$ cat config.mk
export PLATFORM = sky130hd
export DESIGN_NAME = sync_filter
export DESIGN_NICKNAME = d
export VERILOG_FILES = /design/src/rtl/sync_filter.sv
export SDC_FILE = /design/constraint.sdc
export NUM_CORES = 1
export LEC_CHECK = 0
export CORE_ASPECT_RATIO = 0.7
export CORE_MARGIN = 1.5
export CORE_UTILIZATION = 55
export DETAILED_ROUTE_END_ITERATION = 8
export GPL_TIMING_DRIVEN = 0
export PLACE_DENSITY_LB_ADDON = 0.1
export SYNTH_ARGS = -nofsm -noshare
export SYNTH_HDL_FRONTEND = slang
export SYNTH_SLANG_ARGS = --single-unit
$ cat constraint.sdc
create_clock -name clk -period 3.4 [get_ports clk]
set_input_delay 1.02 -clock clk [delete_from_list [all_inputs] [get_ports clk]]
set_output_delay 1.02 -clock clk [all_outputs]
set_load 0.05 [all_outputs]
$ cat src/rtl/sync_filter.sv
// Multi-channel input synchronizer with persistence-based glitch filter.
// Each channel must hold a new value for FILTER_CYCLES enabled edges before it is accepted.
module sync_filter #(
    parameter int              STAGES        = 2,
    parameter int              WIDTH         = 4,
    parameter int              FILTER_CYCLES = 3,
    parameter logic [WIDTH-1:0] RESET_VALUE  = '0
) (
    input  logic             clk,
    input  logic             rst,
    input  logic             ena,
    input  logic [WIDTH-1:0] data_in,
    output logic [WIDTH-1:0] data_out,
    output logic [WIDTH-1:0] rise,
    output logic [WIDTH-1:0] fall,
    output logic             any_change
);

    localparam int CW = $clog2(FILTER_CYCLES + 1);
    localparam logic [CW-1:0] CNT_MAX = CW'(FILTER_CYCLES - 1);

    // chain[STAGES-1] is the synchronized sample; it resets to RESET_VALUE so release is quiet
    logic [STAGES-1:0][WIDTH-1:0] chain;
    logic [WIDTH-1:0]             sync;
    logic [WIDTH-1:0]             filt;
    logic [WIDTH-1:0][CW-1:0]     cnt;
    logic [WIDTH-1:0][CW-1:0]     cnt_next;
    logic [WIDTH-1:0]             accept;

    assign sync     = chain[STAGES-1];
    assign data_out = filt;

    always_comb begin
        accept   = '0;
        cnt_next = '0;
        for (int i = 0; i < WIDTH; i++) begin
            if (sync[i] != filt[i]) begin
                if (cnt[i] == CNT_MAX) begin
                    accept[i] = 1'b1;
                end else begin
                    cnt_next[i] = cnt[i] + CW'(1);
                end
            end
        end
    end

    // accept implies sync differs from filt, so toggling those bits loads the new value
    always_ff @(posedge clk or posedge rst) begin
        if (rst) begin
            chain      <= {RESET_VALUE, {((STAGES-1)*WIDTH){1'b0}}};
            filt       <= RESET_VALUE;
            cnt        <= '0;
            rise       <= '0;
            fall       <= '0;
            any_change <= 1'b0;
        end else if (ena) begin
            chain      <= {chain[STAGES-2:0], data_in};
            filt       <= filt ^ accept;
            cnt        <= cnt_next;
            rise       <= accept & sync;
            fall       <= accept & ~sync;
            any_change <= |accept;
        end else begin
            rise       <= '0;
            fall       <= '0;
            any_change <= 1'b0;
        end
    end

endmodule

==> summary.txt <==
Status: complete, no violations
Pwr/cell area: 780 nW/um2
Met3 WL: 71 um
Nets: 119
Worst min-delay path endpoint: chain[3]
Ys Warns: 0
Clock Skew: 0.00779 ns
I/O Pins: 20
Max IR drop VDD: 0.000386 V
Final worst slack: 0.800 ns
Sequential share of the synthesized area: 0.604
Global route overflow: 0
Setup Viol. Count Final: 0
Clock buffer depth: 2
Rel. slew slack: 0.297
Largest net degree at the start of global routing: 30
Drt pass-1 iters: 4
Worst Path Class, Setup: flip-flop to primary output
# rows: 13
Startpoint Class: flip-flop
Final Non-Filler Cells: 134
Avg WL per Cell: 14.2 um
Post-cts resize count: 0
Pins Over Slew Limit: 0
DRT met1 WL: 852 um
Layout area overhead: 21.9%
Via count: 731
Post-CTS Setup Repair Bufs: 0
Post-Syn Nets: 94
Main synth FF type: dfrtp_1
Hold Startpoint: chain[3]
Yosys cell types: 16
Most common cell in the netlist: dfrtp_1
Synth top area cells: dfrtp_1, mux2_2, nor3b_1
Global-route wire length before repair: 3280 um
Initial core utilization: 0.616
Tmin final: 2.60 ns
CTS Buf Count: 5
Crit path max fanout: 5
Placed Cells: 127
Root Buffer: clkbuf_4
Synth top cells by count: dfrtp_1, mux2_2, nor3_1
CP arrival: 1.58 ns
Max cap viols: 0
Hold Worst Slack: 0.511 ns
Chip Height: 42.1 um
Worst-case reg-to-reg path depth: 3
HPWL after DPL: 1390 um
R2R Path End: any_change
Post-Syn Instances: 87
Leak pwr: 0.652 nW
Die Wd: 58.9 um
Post-synthesis sequential element count: 29
Worst hold path depth: 1
GR Util All Layers: 0.181
Final period utilization: 0.765
# diodes: 0
Crit-path cells: clkdlybuf4s50_1
DR DRC count: 0
Initial antenna violation count: 0
Hold Path Class: flip-flop to flip-flop
H-tree depth: 2
Setup TNS: 0 ns
Core box area: 1950 um2
Overall power: 1.14 mW
Critical path required time: 2.38 ns
Syn avg cell area: 13.8 um2
Top delay family on crit path: buffers and inverters
Synth area leader: dfrtp_1
Layout cell share with drive strength beyond 1: 0.250
Reg2reg setup slack: 2.06 ns
Die area: 2480 um2
Vias in the first global route: 726
Synth async-reset ratio: 1.00
RSZ-0062 raised after global routing: no
CTS tree: done
Slew @ Worst Pin: 1.05 ns
GP Congestion: 0.677
CP max stage delay: 0.83 ns
Top sig layer: met4
PortBufs: 18
Met2 WL: 951 um
Worst-path clk slew: 0.08 ns
WP buf/inv: 1
Clk sink count: 29
Hold-fix buffers, CTS: 0
Worst Setup End Kind: primary output
Pre-CTS WS: 1.10 ns
Final WL: 1910 um
Post-DRT Antenna Nets: 0
Synthesized area: 1200 um2
Worst skew pair latency: 0.31 ns
Via density: 5.46
Number of flops mapped to enable cells by yosys: 0
Fmax: 385 MHz
Share of the synthesized area in the top cell type: 0.604
Hold Vio Cnt, Final: 0
CP max-delay cell: clkdlybuf4s50_1
DRT iter0 DRCs: 21
[how the worst max path moves through the flow]
stage / start / endpoint / cells after the start
after floorplan: ena / flip-flop / 4
after global placement: rst / async pin / 2
after detailed placement: rst / chain[1] / 2
after CTS: flip-flop / data_out[0] / 1
after global routing: flip-flop / data_out[2] / 1
final: flip-flop / data_out[2] / 1
[through the flow]
stage | utilization | area, um2
floorplan | - | 1200
global placement | 0.722 | 1410
detailed placement | 0.722 | 1410
CTS | 0.751 | 1470
global route | 0.751 | 1470
finish | 0.751 | 1470
[final cells by class]
type                            instances  area, um2
Buffer                                  2       16.3
Clock buffer                            7       55.1
Fill cell                             136        487
Inverter                                5       21.3
Multi-Input combinational cell         51        439
Sequential cell                        29        726
Tap cell                               22       27.5
Timing Repair Buffer                   18        180
[logic make-up after synthesis]
kind of cell / synth area share
muxes: 0.159
buffers and inverters: 0.0312
xor gates and xnor gates: 0.0291
AOI/OAI and AO/OA: 0.0354
and+or+nand+nor: 0.142
DFF: 0.604
[cell usage in the layout (no fill, tap or decap)]
| cell | instances |
|---|---|
| or3_4 | 3 |
| dfrtp_1 | 29 |
| nor3_1 | 10 |
| xnor2_1 | 4 |
| nand2_1 | 3 |
| clkdlybuf4s50_1 | 18 |
| a22o_1 | 1 |
| mux2_4 | 3 |
| inv_4 | 1 |
| buf_6 | 1 |
| inv_1 | 4 |
| a21o_1 | 3 |
| mux2_2 | 13 |
| nand3b_1 | 1 |
| buf_2 | 1 |
| clkbuf_4 | 5 |
| nor3b_1 | 9 |
| o41a_1 | 1 |
| clkbuf_1 | 1 |
| clkbuf_8 | 1 |
[where the power goes]
part	leakage (nW)	total, mW	switching (mW)	internal, mW
Sequential	0.372	0.520	0.0904	0.430
Combinational	0.249	0.419	0.222	0.197
Clock	0.0314	0.203	0.106	0.0975
[per-layer routing]
layer / track usage / vias to the layer above
met4: 0.0682 / 0
met1: 0.224 / 358
met2: 0.291 / 13
met3: 0.0648 / 5
li1: - / 355
met5: 0 / -
Power figures use the tool's default switching activity.
==> edit 1 (same settings) <==
Register the output `rise` once more, with the module's reset; this adds one clock of latency there. The other outputs are not delayed to match.
--- a/src/rtl/sync_filter.sv
+++ b/src/rtl/sync_filter.sv
@@ -19,4 +19,6 @@
     localparam int CW = $clog2(FILTER_CYCLES + 1);
     localparam logic [CW-1:0] CNT_MAX = CW'(FILTER_CYCLES - 1);
+
+    logic [WIDTH-1:0] rise_s0;
 
     // chain[STAGES-1] is the synchronized sample; it resets to RESET_VALUE so release is quiet
@@ -51,5 +53,5 @@
             filt       <= RESET_VALUE;
             cnt        <= '0;
-            rise       <= '0;
+            rise_s0    <= '0;
             fall       <= '0;
             any_change <= 1'b0;
@@ -58,9 +60,9 @@
             filt       <= filt ^ accept;
             cnt        <= cnt_next;
-            rise       <= accept & sync;
+            rise_s0    <= accept & sync;
             fall       <= accept & ~sync;
             any_change <= |accept;
         end else begin
-            rise       <= '0;
+            rise_s0    <= '0;
             fall       <= '0;
             any_change <= 1'b0;
@@ -68,4 +70,12 @@
     end
 
+    always_ff @(posedge clk or posedge rst) begin
+        if (rst) begin
+            rise <= '0;
+        end else begin
+            rise <= rise_s0;
+        end
+    end
+
 endmodule
 
Check against the original RTL: not equivalent (Yosys sat finds a counterexample within 10 cycles, from zero or initial values and one cycle with rst high).
==> edit 1 against the original RTL <==
- first-iteration DRC count decreased by 24%
- total power up 4.0%
- register-to-register slack improved by 100 ps
- routed wire length is 13% higher
- worst setup slack lost 16 ps
- sequential cell count is 4 higher
- final area up 8.6%
- sequential power rose by 8.8%
- area after synthesis increased by 6.3%
- maximum frequency is 0.60% lower
- critical path type unchanged
- largest cell class unchanged
- largest power group unchanged
==> edit 1: results (changes against the original RTL) <==
clock_network:
  clk_path_buf_depth: 2  # unchanged
  clk_latency_ps: 330  # was 310 ps
  cts-resized-gates: 0  # unchanged
  h-tree-depth: 2  # unchanged
  numCtsBuffers: 5  # unchanged
  postCtsSetupBuffers: 0  # unchanged
  root_buffer: "clkbuf_4"  # unchanged
cells_and_area:
  fill_cells: 172  # was 136
  drive_gt1_share_pct: 17.2  # was 25.0%
  final_nets: 129  # was 119
  diodes: 0  # unchanged
routing:
  dr.pass1.iters: 4  # unchanged
  drt_iter0_drc: 16  # was 21
  detail_route.wl_per_cell_um: 14.0  # was 14.2 µm
  via_count: 817  # was 731
worst_setup_path:
  timing.rr.start: "cnt[1]$_DFFE_PP0P_"
  critical_path.endpoint: "data_out[1]"  # was data_out[2]
  slowest_stage: "clkdlybuf4s50_1"  # unchanged
  reg2reg_slack_ps: 2160  # was 2060 ps
  critPathMaxStageDelay_ps: 840
  cp_max_fo: 5  # unchanged
  critPathTopFamily: "buffers and inverters"  # unchanged
  start_kind: "flop"  # unchanged
  r2r_cells: 3  # unchanged
hold_path:
  hold_end: "rise[0]$_DFF_PP0_"  # was chain[3]$_DFFE_PP0P_
  hp-start: "rise_s0[0]$_DFF_PP0_"  # was chain[3]$_DFFE_PP0P_
  hold_depth: 0  # was 1
logic_synthesis:
  async_reset_ff_share_pct: 100  # unchanged
  synth_top_cells_by_count: "33 x dfrtp_1, 9 x mux2_2, 9 x nand2_1"  # was 29 x dfrtp_1, 13 x mux2_2, 10 x nor3_1
  yosys_warnings: 0  # unchanged
  syn-num-nets: 102  # was 94
  yosysSeqAreaShare_pct: 64.6  # was 60.4%
  ys.flop_type: "dfrtp_1"  # unchanged
  synthDistinctLibCells: 20  # was 16
  yosys-top-cells-area: "dfrtp_1 65%, mux2_2 7.9%, nor3b_1 4.7%"  # was dfrtp_1 60%, mux2_2 12%, nor3b_1 5.6%
  avgSynthCellArea_um2: 13.5  # was 13.8 µm²
timing:
  fin_worst_skew_ps: 1.85  # was 7.79 ps
  maxSlewHeadroom_pct: 65.8  # was 29.7%
  whs_ps: 354  # was 511 ps
power:
  ir_drop_mv: 0.504  # was 0.386 mV
  p_leak_nw: 0.694  # was 0.652 nW
global_route:
  grt_max_degree: 34  # was 30
  antenna_found_initial: 0  # unchanged
  gr-usage-all-layers_pct: 20.3  # was 18.1%
  grt_pass1_wl_um: 3680  # was 3280 µm
  grt_pass1_vias: 854  # was 726
placement:
  io_buffers: 19  # was 18
  dp_hpwl_um: 1490  # was 1390 µm
  gp_congestion: 0.736  # was 0.677
outcome:
  status: "finished, final reports clean"  # unchanged
==> edit 1: cell count changes after synthesis, sizes merged, moves of 4 or more <==
cell    unedited run  this run
nor3              10         1
nand3b             1         5
xor2               0         4
xnor2              4         0
dfrtp             29        33
mux2              16        12
nand2              3         9
==> edit 1: per-stage QoR <==
step	instance area, µm²	setup slack [ps]	util (%)	instances
after global placement	1510	930	69.5	146
after detailed placement	1510	911	69.5	146
after floorplan	1280	1520	-	95
after global routing	1590	720	73.3	154
final	1590	784	73.3	154
after CTS	1560	762	72.0	153
==> edit 1: layout make-up <==
type / count / area (µm²) / share of cell area (%)
plain buffers: 2 / 8.76 / 0.550
clock buffers: 7 / 55.1 / 3.46
inverters: 5 / 18.8 / 1.18
multi-input cells: 55 / 425 / 26.7
flip-flops and latches: 33 / 826 / 51.9
well taps: 32 / 40.0 / 2.52
repair buffers: 20 / 218 / 13.7
==> edit 1: cell families after synthesis <==
family | share of synthesized area, %
flops | 64.6
simple gates | 15.2
mux | 11.4
compound gates | 4.01
buf+inv | 2.15
xor+xnor | 2.74
==> edit 1: layer usage <==
metal / track usage [%] / share of wire [%] / wire length [µm] / vias up
met5: 0 / 0 / 0 / -
met4: 10.9 / 2.2 / 47 / 0
met3: 7.16 / 4.0 / 85 / 7
met2: 34.6 / 53 / 1130 / 22
met1: 22.1 / 41 / 886 / 411
li1: - / - / - / 377
==> edit 1: report_power, final <==
part,leakage [nW],internal [mW],switching (mW),total (mW)
combinational,0.234,0.172,0.230,0.402
sequential,0.428,0.481,0.0856,0.566
clock,0.0314,0.0975,0.122,0.220
==> edit 2 (same settings) <==
Made on the original files. Set the parameter `FILTER_CYCLES` to 6 (it was 3).
--- a/src/rtl/sync_filter.sv
+++ b/src/rtl/sync_filter.sv
@@ -4,5 +4,5 @@
     parameter int              STAGES        = 2,
     parameter int              WIDTH         = 4,
-    parameter int              FILTER_CYCLES = 3,
+    parameter int              FILTER_CYCLES = 6,
     parameter logic [WIDTH-1:0] RESET_VALUE  = '0
 ) (
Formal check against the unedited RTL: not equivalent (Yosys sat finds a counterexample within 10 cycles, from zero or initial values and one cycle with rst high).
==> edit 2 against the original RTL <==
- clock power increased by 79%
- routed wire length increased by 21%
- total power increased by 18%
- sequential cell count increased by 4
- area after synthesis increased by 17%
- worst setup slack got worse by 23 ps
- final area increased by 21%
==> edit 2: results (changes against the original RTL) <==
routing:
  via_count: 955  # was 731
  drt_iter0_drc: 49  # was 21
  finalWirelength_um: 2310  # was 1910 µm
timing:
  fmax_ghz: 0.381  # was 0.385 GHz
  maxSlewHeadroom_pct: 64.4  # was 29.7%
  fin_worst_skew_ps: 13.6  # was 7.79 ps
global_route:
  grt_max_degree: 34  # was 30
  gr-usage-all-layers_pct: 18.7  # was 18.1%
  grt_pass1_wl_um: 3810  # was 3280 µm
  grt_pass1_vias: 875  # was 726
clock_network:
  clk_latency_ps: 340  # was 310 ps
  numCtsBuffers: 5  # unchanged
  clk_path_buf_depth: 2  # unchanged
  cts-resized-gates: 0  # unchanged
  clkTransAtPathRegs_ps: 100  # was 80 ps
worst_setup_path:
  worstPathArrival_ps: 1600  # was 1580 ps
  slowest_stage: "clkdlybuf4s50_1"  # unchanged
  reg2reg_slack_ps: 2020  # was 2060 ps
logic_synthesis:
  synthDistinctLibCells: 21  # was 16
  yosys-top-cells-area: "dfrtp_1 59%, mux2_2 13%, nor3b_1 4.3%"  # was dfrtp_1 60%, mux2_2 12%, nor3b_1 5.6%
  yosys_warnings: 0  # unchanged
  synth_top_cells_by_count: "33 x dfrtp_1, 16 x mux2_2, 8 x nor3b_1"  # was 29 x dfrtp_1, 13 x mux2_2, 10 x nor3_1
  syn-num-nets: 121  # was 94
  avgSynthCellArea_um2: 12.4  # was 13.8 µm²
  yosysSeqAreaShare_pct: 58.5  # was 60.4%
cells_and_area:
  drive_gt1_share_pct: 19.7  # was 25.0%
  final_nets: 148  # was 119
  fill_cells: 174  # was 136
  fin_cells: 176  # was 134
placement:
  gp_congestion: 0.679  # was 0.677
  pre_cts_slack_ps: 937  # was 1100 ps
  io_buffers: 19  # was 18
  dp_cells: 167  # was 127
  placed_area_um2: 1640  # was 1410 µm²
  dp_hpwl_um: 1560  # was 1390 µm
power:
  ir_drop_mv: 0.607  # was 0.386 mV
  p_leak_nw: 0.758  # was 0.652 nW
hold_path:
  min_path_type: "reg -> reg"  # unchanged
outcome:
  status: "finished, final reports clean"  # unchanged
edit 2: final cells by class:
class / count / share of cell area [%]
well taps: 34 / 2.40
flip-flops and latches: 33 / 46.5
clock inverters: 3 / 3.67
repair buffers: 20 / 12.3
clock buffers: 5 / 2.12
plain buffers: 3 / 0.846
multi-input cells: 72 / 30.9
inverters: 6 / 1.27
edit 2: final timing paths:
check,from,endpoint,depth (start not counted)
worst max-delay path,flop,data_out[1],1
worst min-delay path,chain[1]$_DFFE_PP0P_,chain[1]$_DFFE_PP0P_,1
worst max register to register,flop,any_change$_DFF_PP0_,3
worst min register to register,chain[1]$_DFFE_PP0P_,chain[1]$_DFFE_PP0P_,1
max in group asynchronous,rst,cnt[1]$_DFFE_PP0P_,3
min in group asynchronous,rst,chain[1]$_DFFE_PP0P_,2
edit 2: logic make-up after synthesis:
kind of cell	synth area share, %
buffers and inverters	2.66
and+or+nand+nor	14.5
xor gates and xnor gates	2.48
muxes	12.8
AOI/OAI and AO/OA	9.04
DFF	58.5
edit 2: per-stage QoR:
stage	utilization, %	hold WS, ps	power, mW
2_1_floorplan	-	475	0.873
3_3_place_gp	67.4	481	0.955
3_5_place_dp	67.4	492	0.983
4_1_cts	71.6	514	1.35
5_1_grt	72.7	530	1.41
6_report	72.7	511	1.34
edit 2: per-layer routing:
layer / vias to the layer above / global-route usage, % / wire, µm
met3: 9 / 5.20 / 80
met4: 0 / 14.3 / 69
met1: 466 / 21.1 / 1050
li1: 465 / - / -
met5: - / 0 / 0
met2: 15 / 31.6 / 1100
edit 2: power breakdown:
group,total (mW),leakage [nW],switching (mW),internal [mW]
Combinational,0.391,0.272,0.201,0.191
Clock,0.363,0.0552,0.135,0.228
Sequential,0.590,0.431,0.110,0.479
